### src/rtl/fpu_addsub_sequencer_if.sv
// ---------------------------------------------------------------------------
// fpu_addsub_sequencer_if
// Bundles the handshake, operand, datapath-status and flag signals that pass
// between the issue logic and the add/sub sequencer.
//   master : issue/datapath side. Drives requests, operands, MantCmp,
//            NormDone, ResultReady and Flush. Receives enables and flags.
//   slave  : sequencer side. Mirror of master.
// ---------------------------------------------------------------------------
interface fpu_addsub_sequencer_if #(
    parameter int EXP_W = 8
);
    // request / handshake
    logic             StartValid;
    logic             StartReady;
    logic             OpSub;
    logic             SignX;
    logic             SignY;
    logic [EXP_W-1:0] ExpX;
    logic [EXP_W-1:0] ExpY;
    // datapath status
    logic             MantCmp;
    logic             NormDone;
    logic             ResultReady;
    logic             Flush;
    // stage enables
    logic             LoadEn;
    logic             AlignEn;
    logic             AddEn;
    logic             NormEn;
    // registered operand-relation flags
    logic             SwapOps;
    logic             EffOperation;
    logic             ExclusiveSign;
    logic             DSign;
    logic             DZF;
    logic             CMP1;
    logic             ResultValid;
    logic             NormTimeout;

    modport master (
        output StartValid, OpSub, SignX, SignY, ExpX, ExpY,
               MantCmp, NormDone, ResultReady, Flush,
        input  StartReady, LoadEn, AlignEn, AddEn, NormEn,
               SwapOps, EffOperation, ExclusiveSign, DSign, DZF, CMP1,
               ResultValid, NormTimeout
    );

    modport slave (
        input  StartValid, OpSub, SignX, SignY, ExpX, ExpY,
               MantCmp, NormDone, ResultReady, Flush,
        output StartReady, LoadEn, AlignEn, AddEn, NormEn,
               SwapOps, EffOperation, ExclusiveSign, DSign, DZF, CMP1,
               ResultValid, NormTimeout
    );
endinterface

### src/rtl/fpu_addsub_sequencer.sv
// ---------------------------------------------------------------------------
// fpu_addsub_sequencer
// Multi-cycle controller for the floating-point add/sub datapath. It accepts
// one operation through StartValid/StartReady and registers the operand
// relation flags for the sign stage. It then walks the datapath through
// LOAD -> ALIGN (serial, one shift per cycle) -> ADD -> NORM -> DONE using
// one-hot stage enables.
// Ports:
//   Clk  : clock, rising edge
//   Rst  : synchronous active-high reset, has priority over Flush
//   bus  : slave side of fpu_addsub_sequencer_if (handshake, operands,
//          datapath status, stage enables, flags, result handshake)
// ---------------------------------------------------------------------------
module fpu_addsub_sequencer #(
    parameter int EXP_W     = 8,
    parameter int MAX_SHIFT = 26,
    parameter int NORM_MAX  = 27
) (
    input  logic                    Clk,
    input  logic                    Rst,
    fpu_addsub_sequencer_if.slave   bus
);
    localparam int AW = $clog2(MAX_SHIFT + 1);
    localparam int NW = $clog2(NORM_MAX);

    typedef enum logic [2:0] {
        ST_IDLE,
        ST_LOAD,
        ST_ALIGN,
        ST_ADD,
        ST_NORM,
        ST_DONE
    } state_t;

    state_t          r_state, w_state_next;
    logic [AW-1:0]   r_align_cnt, w_align_cnt_next;
    logic [NW-1:0]   r_norm_cnt, w_norm_cnt_next;
    logic            r_swap, w_swap_next;
    logic            r_eff_op, w_eff_op_next;
    logic            r_excl_sign, w_excl_sign_next;
    logic            r_dsign, w_dsign_next;
    logic            r_dzf, w_dzf_next;
    logic            r_cmp1, w_cmp1_next;
    logic            r_norm_tmo, w_norm_tmo_next;

    // Exponent difference one bit wider than the exponents, so it never wraps.
    logic             w_x_ge_y;
    logic [EXP_W:0]   w_diff;
    logic [EXP_W:0]   w_diff_sat;

    assign w_x_ge_y   = (bus.ExpX >= bus.ExpY);
    assign w_diff     = w_x_ge_y ? ({1'b0, bus.ExpX} - {1'b0, bus.ExpY})
                                 : ({1'b0, bus.ExpY} - {1'b0, bus.ExpX});
    assign w_diff_sat = (w_diff > (EXP_W+1)'(MAX_SHIFT)) ? (EXP_W+1)'(MAX_SHIFT)
                                                         : w_diff;

    always_comb begin
        w_state_next     = r_state;
        w_align_cnt_next = r_align_cnt;
        w_norm_cnt_next  = r_norm_cnt;
        w_swap_next      = r_swap;
        w_eff_op_next    = r_eff_op;
        w_excl_sign_next = r_excl_sign;
        w_dsign_next     = r_dsign;
        w_dzf_next       = r_dzf;
        w_cmp1_next      = r_cmp1;
        w_norm_tmo_next  = r_norm_tmo;

        // Flush abandons the op without touching any flag or counter.
        if (bus.Flush && (r_state != ST_IDLE)) begin
            w_state_next = ST_IDLE;
        end else begin
            case (r_state)
                ST_IDLE: begin
                    if (bus.StartValid) begin
                        w_excl_sign_next = bus.SignX ^ bus.SignY;
                        w_eff_op_next    = bus.OpSub ^ bus.SignX ^ bus.SignY;
                        w_dsign_next     = w_x_ge_y;
                        w_dzf_next       = (bus.ExpX == bus.ExpY);
                        w_swap_next      = ~w_x_ge_y;
                        w_align_cnt_next = AW'(w_diff_sat);
                        w_norm_tmo_next  = 1'b0;
                        w_state_next     = ST_LOAD;
                    end
                end
                ST_LOAD: begin
                    w_state_next = (r_align_cnt != '0) ? ST_ALIGN : ST_ADD;
                end
                ST_ALIGN: begin
                    // Leaving on count==1 yields exactly AlignCnt shift cycles.
                    w_align_cnt_next = r_align_cnt - 1'b1;
                    if (r_align_cnt == AW'(1)) begin
                        w_state_next = ST_ADD;
                    end
                end
                ST_ADD: begin
                    w_cmp1_next     = bus.MantCmp;
                    w_norm_cnt_next = '0;
                    w_state_next    = ST_NORM;
                end
                ST_NORM: begin
                    if (bus.NormDone) begin
                        w_state_next = ST_DONE;
                    end else if (r_norm_cnt == NW'(NORM_MAX - 1)) begin
                        w_norm_tmo_next = 1'b1;
                        w_state_next    = ST_DONE;
                    end else begin
                        w_norm_cnt_next = r_norm_cnt + 1'b1;
                    end
                end
                ST_DONE: begin
                    if (bus.ResultReady) begin
                        w_state_next = ST_IDLE;
                    end
                end
                default: w_state_next = ST_IDLE;
            endcase
        end
    end

    always_ff @(posedge Clk) begin
        if (Rst) begin
            r_state     <= ST_IDLE;
            r_align_cnt <= '0;
            r_norm_cnt  <= '0;
            r_swap      <= 1'b0;
            r_eff_op    <= 1'b0;
            r_excl_sign <= 1'b0;
            r_dsign     <= 1'b0;
            r_dzf       <= 1'b0;
            r_cmp1      <= 1'b0;
            r_norm_tmo  <= 1'b0;
        end else begin
            r_state     <= w_state_next;
            r_align_cnt <= w_align_cnt_next;
            r_norm_cnt  <= w_norm_cnt_next;
            r_swap      <= w_swap_next;
            r_eff_op    <= w_eff_op_next;
            r_excl_sign <= w_excl_sign_next;
            r_dsign     <= w_dsign_next;
            r_dzf       <= w_dzf_next;
            r_cmp1      <= w_cmp1_next;
            r_norm_tmo  <= w_norm_tmo_next;
        end
    end

    // Enables decode the registered state only, so no input reaches them
    // combinationally.
    assign bus.StartReady    = (r_state == ST_IDLE);
    assign bus.LoadEn        = (r_state == ST_LOAD);
    assign bus.AlignEn       = (r_state == ST_ALIGN);
    assign bus.AddEn         = (r_state == ST_ADD);
    assign bus.NormEn        = (r_state == ST_NORM);
    assign bus.ResultValid   = (r_state == ST_DONE);
    assign bus.SwapOps       = r_swap;
    assign bus.EffOperation  = r_eff_op;
    assign bus.ExclusiveSign = r_excl_sign;
    assign bus.DSign         = r_dsign;
    assign bus.DZF           = r_dzf;
    assign bus.CMP1          = r_cmp1;
    assign bus.NormTimeout   = r_norm_tmo;

endmodule

### src/flat_wrapper.sv
// flat-port wrapper written by rule: the top's interface ports become plain ports
module fpu_addsub_sequencer_flat 
#(
    parameter int EXP_W     = 8,
    parameter int MAX_SHIFT = 26,
    parameter int NORM_MAX  = 27
)
  (Clk, Rst, bus_StartValid, bus_OpSub, bus_SignX, bus_SignY, bus_ExpX, bus_ExpY, bus_MantCmp, bus_NormDone, bus_ResultReady, bus_Flush, bus_StartReady, bus_LoadEn, bus_AlignEn, bus_AddEn, bus_NormEn, bus_SwapOps, bus_EffOperation, bus_ExclusiveSign, bus_DSign, bus_DZF, bus_CMP1, bus_ResultValid, bus_NormTimeout);
  fpu_addsub_sequencer_if #(.EXP_W(EXP_W)) bus_i ();
  input  logic Clk;
  input  logic Rst;
  input wire logic [$bits(bus_i.StartValid)-1:0] bus_StartValid;
  input wire logic [$bits(bus_i.OpSub)-1:0] bus_OpSub;
  input wire logic [$bits(bus_i.SignX)-1:0] bus_SignX;
  input wire logic [$bits(bus_i.SignY)-1:0] bus_SignY;
  input wire logic [$bits(bus_i.ExpX)-1:0] bus_ExpX;
  input wire logic [$bits(bus_i.ExpY)-1:0] bus_ExpY;
  input wire logic [$bits(bus_i.MantCmp)-1:0] bus_MantCmp;
  input wire logic [$bits(bus_i.NormDone)-1:0] bus_NormDone;
  input wire logic [$bits(bus_i.ResultReady)-1:0] bus_ResultReady;
  input wire logic [$bits(bus_i.Flush)-1:0] bus_Flush;
  output wire logic [$bits(bus_i.StartReady)-1:0] bus_StartReady;
  output wire logic [$bits(bus_i.LoadEn)-1:0] bus_LoadEn;
  output wire logic [$bits(bus_i.AlignEn)-1:0] bus_AlignEn;
  output wire logic [$bits(bus_i.AddEn)-1:0] bus_AddEn;
  output wire logic [$bits(bus_i.NormEn)-1:0] bus_NormEn;
  output wire logic [$bits(bus_i.SwapOps)-1:0] bus_SwapOps;
  output wire logic [$bits(bus_i.EffOperation)-1:0] bus_EffOperation;
  output wire logic [$bits(bus_i.ExclusiveSign)-1:0] bus_ExclusiveSign;
  output wire logic [$bits(bus_i.DSign)-1:0] bus_DSign;
  output wire logic [$bits(bus_i.DZF)-1:0] bus_DZF;
  output wire logic [$bits(bus_i.CMP1)-1:0] bus_CMP1;
  output wire logic [$bits(bus_i.ResultValid)-1:0] bus_ResultValid;
  output wire logic [$bits(bus_i.NormTimeout)-1:0] bus_NormTimeout;
  assign bus_i.StartValid = bus_StartValid;
  assign bus_i.OpSub = bus_OpSub;
  assign bus_i.SignX = bus_SignX;
  assign bus_i.SignY = bus_SignY;
  assign bus_i.ExpX = bus_ExpX;
  assign bus_i.ExpY = bus_ExpY;
  assign bus_i.MantCmp = bus_MantCmp;
  assign bus_i.NormDone = bus_NormDone;
  assign bus_i.ResultReady = bus_ResultReady;
  assign bus_i.Flush = bus_Flush;
  assign bus_StartReady = bus_i.StartReady;
  assign bus_LoadEn = bus_i.LoadEn;
  assign bus_AlignEn = bus_i.AlignEn;
  assign bus_AddEn = bus_i.AddEn;
  assign bus_NormEn = bus_i.NormEn;
  assign bus_SwapOps = bus_i.SwapOps;
  assign bus_EffOperation = bus_i.EffOperation;
  assign bus_ExclusiveSign = bus_i.ExclusiveSign;
  assign bus_DSign = bus_i.DSign;
  assign bus_DZF = bus_i.DZF;
  assign bus_CMP1 = bus_i.CMP1;
  assign bus_ResultValid = bus_i.ResultValid;
  assign bus_NormTimeout = bus_i.NormTimeout;
  fpu_addsub_sequencer #(.EXP_W(EXP_W), .MAX_SHIFT(MAX_SHIFT), .NORM_MAX(NORM_MAX)) u_core (.Clk(Clk), .Rst(Rst), .bus(bus_i));
endmodule
### config.mk
export PLATFORM = sky130hd
export DESIGN_NAME = fpu_addsub_sequencer_flat
export DESIGN_NICKNAME = d
export VERILOG_FILES = /design/src/rtl/fpu_addsub_sequencer_if.sv /design/src/rtl/fpu_addsub_sequencer.sv /design/src/flat_wrapper.sv
export SDC_FILE = /design/constraint.sdc
export NUM_CORES = 1
export LEC_CHECK = 0
export BUFFER_PORTS_ARGS = -buffer_cell sky130_fd_sc_hd__buf_2
export CORE_ASPECT_RATIO = 0.75
export CORE_MARGIN = 3
export CORE_UTILIZATION = 45
export DETAILED_ROUTE_END_ITERATION = 10
export PLACE_DENSITY = 0.67
export SYNTH_ARGS = -nofsm -noshare
export SYNTH_HDL_FRONTEND = slang
export SYNTH_SLANG_ARGS = --single-unit
### constraint.sdc
create_clock -name Clk -period 7.5 [get_ports Clk]
set_input_delay 1.125 -clock Clk [delete_from_list [all_inputs] [get_ports Clk]]
set_output_delay 1.125 -clock Clk [all_outputs]
set_load 0.005 [all_outputs]
# Yosys cells after proc, flatten, opt, wreduce, memory -nomap -nowiden
# Index checks and enable logic that the tools add are counted.
[op_classes]
eq_ne = 15
n_bitwise = 5
n_reduce_logical = 14
n_mux = 18
addsub = 4
order_cmp = 2
[ops]
columns = ["cell", "n"]
rows = [
  ["two-way mux 5 bit", 4],
  ["one-hot mux 5 bit (2 select lines)", 2],
  ["one-hot mux 3 bit (6 select lines)", 1],
  ["subtractor 8 x 8 -> 9 bit", 2],
  ["two-way mux 3 bit", 5],
  ["> comparator 9 x 5 -> 1 bit (second input constant)", 1],
  ["two-way mux 9 bit", 1],
  ["== test 8 bit", 1],
  ["greater-or-equal comparator 8 bit", 1],
  ["!= test 2 bit (second input constant)", 4],
  ["AND reduction 4 bit", 2],
  ["== test 3 x 2 -> 1 bit (second input constant)", 2],
  ["== test 3 bit (second input constant)", 2],
  ["AND reduction 3 bit", 2],
  ["nonzero test 2 bit", 3],
  ["adder 5 x 1 -> 5 bit (second input constant)", 1],
  ["== test 5 x 1 -> 1 bit (second input constant)", 1],
  ["== test 5 bit (second input constant)", 1],
  ["AND reduction 5 bit", 1],
  ["nonzero test 5 bit", 1],
  ["subtractor 5 x 1 -> 5 bit (second input constant)", 1],
  ["two-way mux 1 bit", 4],
  ["!= test 2 x 1 -> 1 bit (second input constant)", 2],
  ["== test 3 x 1 -> 1 bit (second input constant)", 1],
  ["other kinds (9)", 12],
]
[totals]
out_inout_bits = 13
wordCells = 68
regBits = 20

# Depth between registers and ports, before layout
# Gate-level depths: netlist (run 1).
[logic_depth]
ltp_word = 6
ltp_mapped = 11
ltp_nobuf = 10

# Worst setup path before layout (run 1)
# Ideal clock, no wire load.
[synth_timing]
path_type = "input-to-reg"
start = "in bus_ExpY[2]"
end = "reg u_core.r_align_cnt[1]"
t_arrival_ns = 2.989
setup_ns = 0.147
path_buffers = 1
required_time_ns = 7.353
setup_slack_ns = 4.364
cell_stages = 10
cell_sequence = "inv_1 > ha_1 > buf_6 > o211ai_2 > a21oi_1 > o31a_1 > or3_1 > a21o_1 > a211oi_2 > a41oi_2"
[synth_between]
elab_chain_cells = 6
word_cells_on_any_way = 8
classes_between = "add/sub: 2; order compare: 2; mux: 4"
[synth_lines]
columns = ["element", "line", "text"]
rows = [
  ["from (decl)", "flat_wrapper.sv:17", "input wire logic [$bits(bus_i.ExpY)-1:0] bus_ExpY;"],
  ["subtractor 8 x 8 -> 9 bit (tied with other cells)", "fpu_addsub_sequencer.sv:53", ": ({1'b0, bus.ExpY} - {1'b0, bus.ExpX});"],
  ["two-way mux 9 bit (*)", "fpu_addsub_sequencer.sv:52", "assign w_diff = w_x_ge_y ? ({1'b0, bus.ExpX} - {1'b0, bus.ExpY})"],
  ["> comparator 9 x 5 -> 1 bit", "fpu_addsub_sequencer.sv:54", "assign w_diff_sat = (w_diff > (EXP_W+1)'(MAX_SHIFT)) ? (EXP_W+1)'(MAX_SHIFT)"],
  ["two-way mux 5 bit (*)", "fpu_addsub_sequencer.sv:54", ""],
  ["two-way mux 5 bit (*)", "fpu_addsub_sequencer.sv:75", "if (bus.StartValid) begin"],
  ["one-hot mux 5 bit (2 select lines) (*)", "fpu_addsub_sequencer.sv:73", "case (r_state)"],
  ["to (signal assigned)", "fpu_addsub_sequencer.sv:135", "r_align_cnt <= w_align_cnt_next;"],
  ["to (decl)", "fpu_addsub_sequencer.sv:36", "logic [AW-1:0] r_align_cnt, w_align_cnt_next;"],
]
# Mark *: on every way between the ends. The rest lies on a longest branch, timed or not. The select of a mux whose other input is x is not followed.
# A chain may end at the register's enable or synchronous reset.

# Final worst setup path (run 1)
[layout_timing]
start = "in bus_ExpY[5]"
end = "reg u_core.r_align_cnt[1]"
# The elaborated chain is that of the path after synthesis.

==> results of run 1 <==
## worst register-to-register path, stage by stage, from the launching register on
cell and delay [ns]:
dfxtp_1 0.37, nand2b_1 0.23, or3_1 0.35, nand2b_1 0.17, a21oi_1 0.45, nand4_1 0.19
xor2_1 0.16, nor2_1 0.05
## registers in the layout (all words and copies together) (netlist names)
register / count
u_core.bus.ExclusiveSign: 1
u_core.r_state: 3
u_core.bus.DSign: 1
u_core.r_norm_cnt: 5
u_core.bus.EffOperation: 1
u_core.bus.DZF: 1
u_core.bus.NormTimeout: 1
u_core.bus.SwapOps: 1
u_core.bus.CMP1: 1
u_core.r_align_cnt: 5
## cells in the final DEF, fill, tap and decap left out, types with 3 or more instances in the layout
| cell | instances |
|---|---|
| o21ai_0 | 7 |
| mux2i_1 | 4 |
| buf_2 | 38 |
| a31oi_1 | 4 |
| clkbuf_8 | 3 |
| nor3_1 | 12 |
| a211oi_1 | 8 |
| nand2b_1 | 6 |
| a211oi_2 | 3 |
| nand4_1 | 4 |
| dfxtp_1 | 20 |
| or3_1 | 5 |
| nand3_1 | 3 |
| ha_1 | 20 |
| o21a_1 | 3 |
| inv_1 | 24 |
| nand3b_1 | 3 |
| xor2_1 | 5 |
| a21o_1 | 7 |
| mux2_2 | 3 |
| nor2_1 | 30 |
| a21oi_1 | 16 |
| nand2_1 | 14 |
| xnor2_1 | 7 |
## how the worst max path moves through the flow
| stage | cells after the start | endpoint | slack (ns) |
|---|---|---|---|
| finish | 10 | u_core.r_align_cnt[1]$_SDFFE_PP0P_ | 3.98 |
| global route | 10 | u_core.r_align_cnt[1]$_SDFFE_PP0P_ | 3.75 |
| CTS | 10 | u_core.r_align_cnt[1]$_SDFFE_PP0P_ | 3.98 |
| detailed placement | 10 | u_core.r_align_cnt[1]$_SDFFE_PP0P_ | 3.73 |
| global placement | 10 | u_core.r_align_cnt[1]$_SDFFE_PP0P_ | 3.86 |
| floorplan | 10 | u_core.r_align_cnt[1]$_SDFFE_PP0P_ | 4.36 |
## power breakdown
group	switching [mW]	total (mW)	internal, mW
registers	0.00683	0.120	0.113
clock network	0.0364	0.108	0.0712
logic	0.0768	0.134	0.0576
## kinds of logic (layout without fill, tap and decap cells)
| family | after synthesis | after routing |
|---|---|---|
| AOI/OAI and AO/OA | 63 | 63 |
| xor gates and xnor gates | 12 | 12 |
| adders and majority gates | 22 | 22 |
| buffers and inverters | 35 | 66 |
| and+or+nand+nor | 89 | 89 |
| muxes | 7 | 7 |
| DFF | 20 | 20 |
## routing by layer
metal  track usage (%)  share of wire, %  vias up
met5                 0                 0        -
met3              4.47               5.8        2
met2              22.3                39       47
li1                  -                 -      939
met1              29.4                55      765
met4              1.87              0.30        0
## stage by stage
| stage | setup slack [ns] | instances | instance area [sq um] | util (%) | hold WS (ns) |
|---|---|---|---|---|---|
| after floorplan | 4.36 | 248 | 1930 | - | 0.453 |
| after global placement | 3.86 | 327 | 2110 | 54.2 | 0.463 |
| after detailed placement | 3.73 | 327 | 2110 | 54.2 | 0.460 |
| after CTS | 3.98 | 331 | 2180 | 56.0 | 0.479 |
| after global routing | 3.75 | 331 | 2180 | 56.0 | 0.538 |
| final | 3.98 | 331 | 2180 | 56.0 | 0.476 |
## final cells by class
class / count / area share [%]
Sequential cell: 20 / 18.3
Tap cell: 52 / 2.98
Multi-Input combinational cell: 193 / 62.6
Inverter: 24 / 4.12
Clock buffer: 3 / 1.89
Timing Repair Buffer: 38 / 8.71
Clock inverter: 1 / 1.37
==> flow_summary.ini, run 1 <==
[status]
status = completed

[yosys]
netlist_top_cells_area = dfxtp_1 (21%), ha_1 (13%), nor2_1 (5.8%)
yosysTopAreaCellShare_pct = 20.7
syn-instance-count = 248
yosysSeqAreaShare_pct = 20.7
synth-seq-cells = 20
synth_area_sq_um = 1930
synthArstFlopShare_pct = 0
synth_fa_ha_area_share_pct = 15.0
synth_cell_types = 47
synth-compound-area-share_pct = 23.4
syn_nets = 296
synth.area.mux_share_pct = 3.82
synth-xor-area-share_pct = 5.44
synth-simple-area-share_pct = 23.0
synth_commonest_cells = nor2_1 (30), inv_1 (24), dfxtp_1 (20), ha_1 (20), a21oi_1 (16)
yosysMostFrequentCell = nor2_1
synthFlopType = dfxtp_1
avgSynthCellArea_sq_um = 7.79
yosys_warnings = 0
yosys.area.top_type = dfxtp_1
synth_top_family_by_area = compound AO/OA/AOI/OAI gates
synth-edff-count = 0

[hold_path]
hold_path.class = reg2reg
worst_hold_path.num_cells = 2
hold_start = u_core.bus.SwapOps$_SDFFE_PP0P_
holdPathEnd = u_core.bus.SwapOps$_SDFFE_PP0P_

[routing]
wl_per_cell_microns = 12.9
drtIter0Drc = 115
drc_errors = 0
firstDrtPassIters = 4
wirelength_mm = 4.29
vias_per_cell = 5.30
ant_nets = 0
via_count = 1753

[worst_setup_path]
r2r-end = u_core.r_norm_cnt[3]$_SDFFE_PP0P_
cp-start-kind = input port
max_stage_delay_ns = 0.67
critical_path_arrival_ns = 3.64
worst-path-max-fanout = 14
cpMostUsedCell = a211oi_2
r2r_cells = 7
reg2reg_from = u_core.r_state[1]$_SDFFE_PP0P_
cp_slowest_cell = nor3_2
crit_type = in2reg
end_kind = register
path_cells = buf_2 -> inv_1 -> ha_1 -> nand3_1 -> a211oi_2 -> nor3_2 -> o31ai_1 -> a21o_1 -> a211oi_2 -> a41oi_2
crit_required_ns = 7.62
cpLargestDelayFamily = compound AO/OA/AOI/OAI gates
worstPathBufferInverterCount = 2
crit_start = bus_ExpY[5]
worst-r2r-setup-slack_ns = 5.44

[floorplan]
start_util_pct = 49.6
die_x_microns = 81.7
core.rowCount = 19
die_h_microns = 62.8
io_pins = 39
design.die.area_sq_um = 5130
coreArea_sq_um = 3900

[sta]
period_share_pct = 46.9
drv_slew = 0
worst_pin_slew_ns = 0.791
timing.fmax_ghz = 0.284
layout_min_cycle_time_ns = 3.52
finalClockSkew_ns = 0.00107
finalSetupViolations = 0
rsz0062_at_grt = no
relSlewSlack_pct = 47.0
finalSetupTns_ns = 0
hold_viol = 0

[clocking]
insertion_delay_ns = 0.26
h-tree-depth = 1
root_buffer = clkbuf_8
ctsResizeCount = 0
ctsHoldBuffers = 0
cts_buffer_depth = 2
numCtsBuffers = 3
cts_tree = done
post-cts-setup-buffers = 0
cts_num_sinks = 20
clkTransAtPathRegs_ns = 0.07

[placed_design]
port_buffers = 38
place_congestion = 0.827
dp_hpwl_mm = 3.46

[global_route]
grt_start_max_net_pins = 19
grt_pass1_wl_mm = 7.27
grtUsageTotal_pct = 17.5
antenna_found_initial = 0
grt_pass1_vias = 1533
grt.overflow.total = 0

[pwr]
ir_worst_vdd_mv = 0.118
powerDensity_nw_per_um2 = 166
finalPower_mw = 0.362
p_leak_nw = 1.02

[cells_and_area]
diodes = 0
multi_input_area_sq_um = 1370
layout-drive-gt1-share_pct = 19.0
final.fill_count = 393
seq_area_sq_um = 400
syn_to_final_growth_pct = 13.0
nets = 328

[job]
maxCapViolations = 0
Note: power is estimated with default switching activity, not from simulation.
==> run 2, diff against run 1 <==
--- a/config.mk
+++ b/config.mk
@@ -10,7 +10,7 @@
 export CORE_MARGIN = 3
 export CORE_UTILIZATION = 45
 export DETAILED_ROUTE_END_ITERATION = 10
-export PLACE_DENSITY = 0.67
+export PLACE_DENSITY = 0.7
 export SYNTH_ARGS = -nofsm -noshare
 export SYNTH_HDL_FRONTEND = slang
 export SYNTH_SLANG_ARGS = --single-unit
==> constraint.sdc (replaced) <==
create_clock -name Clk -period 3.03 [get_ports Clk]
set_input_delay 0.4545 -clock Clk [delete_from_list [all_inputs] [get_ports Clk]]
set_output_delay 0.4545 -clock Clk [all_outputs]
set_load 0.005 [all_outputs]
==> run 2 against run 1 <==
Against the previous run:
- sequential share of layout area decreased by 0.13 points
- die area unchanged
- register-to-register slack got worse by 4.5 ns
- count of clock-buffer cells in the layout unchanged
- clock skew increased by 0.0019 ns
- worst setup slack got worse by 3.5 ns
- critical path depth unchanged
- design area increased by 0.69%
- global-route usage increased by 0.36 points
- hold slack got worse by 0.052 ns
- critical path type unchanged
- critical endpoint unchanged
==> flow_summary.ini, run 2 (synthesis gave the netlist of run 1 again) <==
[clocking]
ctsResizeCount = 0
numCtsBuffers = 3
cts_tree = done
cts_buffer_depth = 2
clkTransAtPathRegs_ns = 0.08
ctsHoldBuffers = 0
root_buffer = clkbuf_8
cts_num_sinks = 20
post-cts-setup-buffers = 0
h-tree-depth = 1
insertion_delay_ns = 0.26

[global_route]
grt.overflow.total = 0
grt_pass1_vias = 1606
antenna_found_initial = 0
grt_start_max_net_pins = 19
grtUsageTotal_pct = 17.9
grt_pass1_wl_mm = 7.45

[routing]
ant_nets = 0
drtIter0Drc = 106
wl_per_cell_microns = 13.4
via_count = 1841
firstDrtPassIters = 5
wirelength_mm = 4.47
drc_errors = 0
vias_per_cell = 5.53

[sta]
period_share_pct = 85.3
finalSetupViolations = 0
rsz0062_at_grt = no
hold_viol = 0
timing.fmax_ghz = 0.387
finalSetupTns_ns = 0
layout_min_cycle_time_ns = 2.58
finalClockSkew_ns = 0.00293
drv_slew = 0
relSlewSlack_pct = 64.5
worst_pin_slew_ns = 0.528

[cells_and_area]
nets = 330
layout_commonest_cell = buf_2
diodes = 0
syn_to_final_growth_pct = 13.8
fin_util_pct = 56.4
layout-drive-gt1-share_pct = 19.6
layout_common_cells = buf_2 (38), nor2_1 (30), inv_1 (24)
reg_top3 = u_core.r_align_cnt: 5 flops, u_core.r_norm_cnt: 5 flops, u_core.r_state: 3 flops
final.fill_count = 387

[pwr]
combPwrFrac_pct = 37.3
powerDensity_nw_per_um2 = 413
p_leak_nw = 1.03
switchingPower_mw = 0.306
switching_share_pct = 33.7
ir_worst_vdd_mv = 0.257
seq_power_share_pct = 32.8
finalPower_mw = 0.908
clock_power_share_pct = 30.0
intPower_mw = 0.602

[floorplan]
coreArea_sq_um = 3900
design.die.area_sq_um = 5130
core.rowCount = 19
die_x_microns = 81.7
io_pins = 39
die_h_microns = 62.8
start_util_pct = 49.6

[job]
maxCapViolations = 0

[worst_setup_path]
r2r_cells = 7
crit_required_ns = 3.15
r2r-end = u_core.r_norm_cnt[3]$_SDFFE_PP0P_
worst-path-max-fanout = 9
crit_type = in2reg
critical_path_arrival_ns = 2.71
reg2reg_from = u_core.r_state[1]$_SDFFE_PP0P_
end_kind = register
cp-start-kind = input port
worst-r2r-setup-slack_ns = 0.94

[placed_design]
dp_hpwl_mm = 3.55
place_congestion = 0.879
port_buffers = 38

[hold_path]
hold_path.class = in2reg
holdPathEnd = u_core.bus.CMP1$_SDFFE_PP0P_
worst_hold_path.num_cells = 3
hold_start = bus_MantCmp

[status]
status = completed
## run 2: changes by cell type in the layout (fill, tap and decap cells not counted), sizes merged
cell / previous run / this run
buf: 38 / 40
## run 2: worst max-delay path by stage
| stage | endpoint | startpoint | slack (ns) | depth (start not counted) |
|---|---|---|---|---|
| 2_1_floorplan | u_core.r_align_cnt[1]$_SDFFE_PP0P_ | bus_ExpY[2] | 0.56 | 10 |
| 3_3_place_gp | u_core.r_align_cnt[1]$_SDFFE_PP0P_ | bus_ExpY[3] | 0.21 | 10 |
| 3_5_place_dp | u_core.r_align_cnt[1]$_SDFFE_PP0P_ | bus_ExpY[4] | 0.16 | 10 |
| 4_1_cts | u_core.r_align_cnt[1]$_SDFFE_PP0P_ | bus_ExpY[4] | 0.44 | 10 |
| 5_1_grt | u_core.r_align_cnt[1]$_SDFFE_PP0P_ | bus_ExpY[3] | 0.29 | 10 |
| 6_report | u_core.r_align_cnt[1]$_SDFFE_PP0P_ | bus_ExpY[4] | 0.45 | 10 |
## run 2: worst max-delay path, cell delays in order
cell and delay, ns:
buf_2 0.09, inv_1 0.05, ha_1 0.48, o211ai_2 0.16, a211oi_2 0.31, nor3_2 0.09
or3_1 0.37, a21o_1 0.22, a211oi_2 0.33, a41oi_2 0.16
## run 2: stage by stage
stage / setup WS [ns] / hold WS, ns / cell area [sq um] / std cells
after floorplan: 0.564 / 0.453 / 1930 / 248
after global placement: 0.214 / 0.462 / 2130 / 329
after detailed placement: 0.156 / 0.469 / 2130 / 329
after CTS: 0.436 / 0.420 / 2200 / 333
after global routing: 0.294 / 0.453 / 2200 / 333
final: 0.446 / 0.425 / 2200 / 333
## run 2: per-layer routing
layer / vias up / GRT usage, % / wire [microns]
met3: 2 / 4.32 / 317
met4: 0 / 2.07 / 11
li1: 934 / - / -
met5: - / 0 / 0
met1: 838 / 28.6 / 2370
met2: 67 / 24.4 / 1770
## run 2: power groups by stage
stage | clock network, mW | registers, mW | logic, mW
2_1_floorplan | 0 | 0.297 | 0.264
3_3_place_gp | 0 | 0.303 | 0.331
3_5_place_dp | 0 | 0.303 | 0.334
4_1_cts | 0.276 | 0.297 | 0.336
5_1_grt | 0.291 | 0.301 | 0.377
6_report | 0.272 | 0.297 | 0.338
## run 2: layout make-up
class | count | area [sq um] | area share, %
clock buffers | 3 | 41.3 | 1.88
clock inverters | 1 | 30.0 | 1.37
inverters | 24 | 90.1 | 4.10
multi-input cells | 193 | 1370 | 62.2
flip-flops and latches | 20 | 400 | 18.2
well taps | 52 | 65.1 | 2.96
repair buffers | 40 | 205 | 9.33
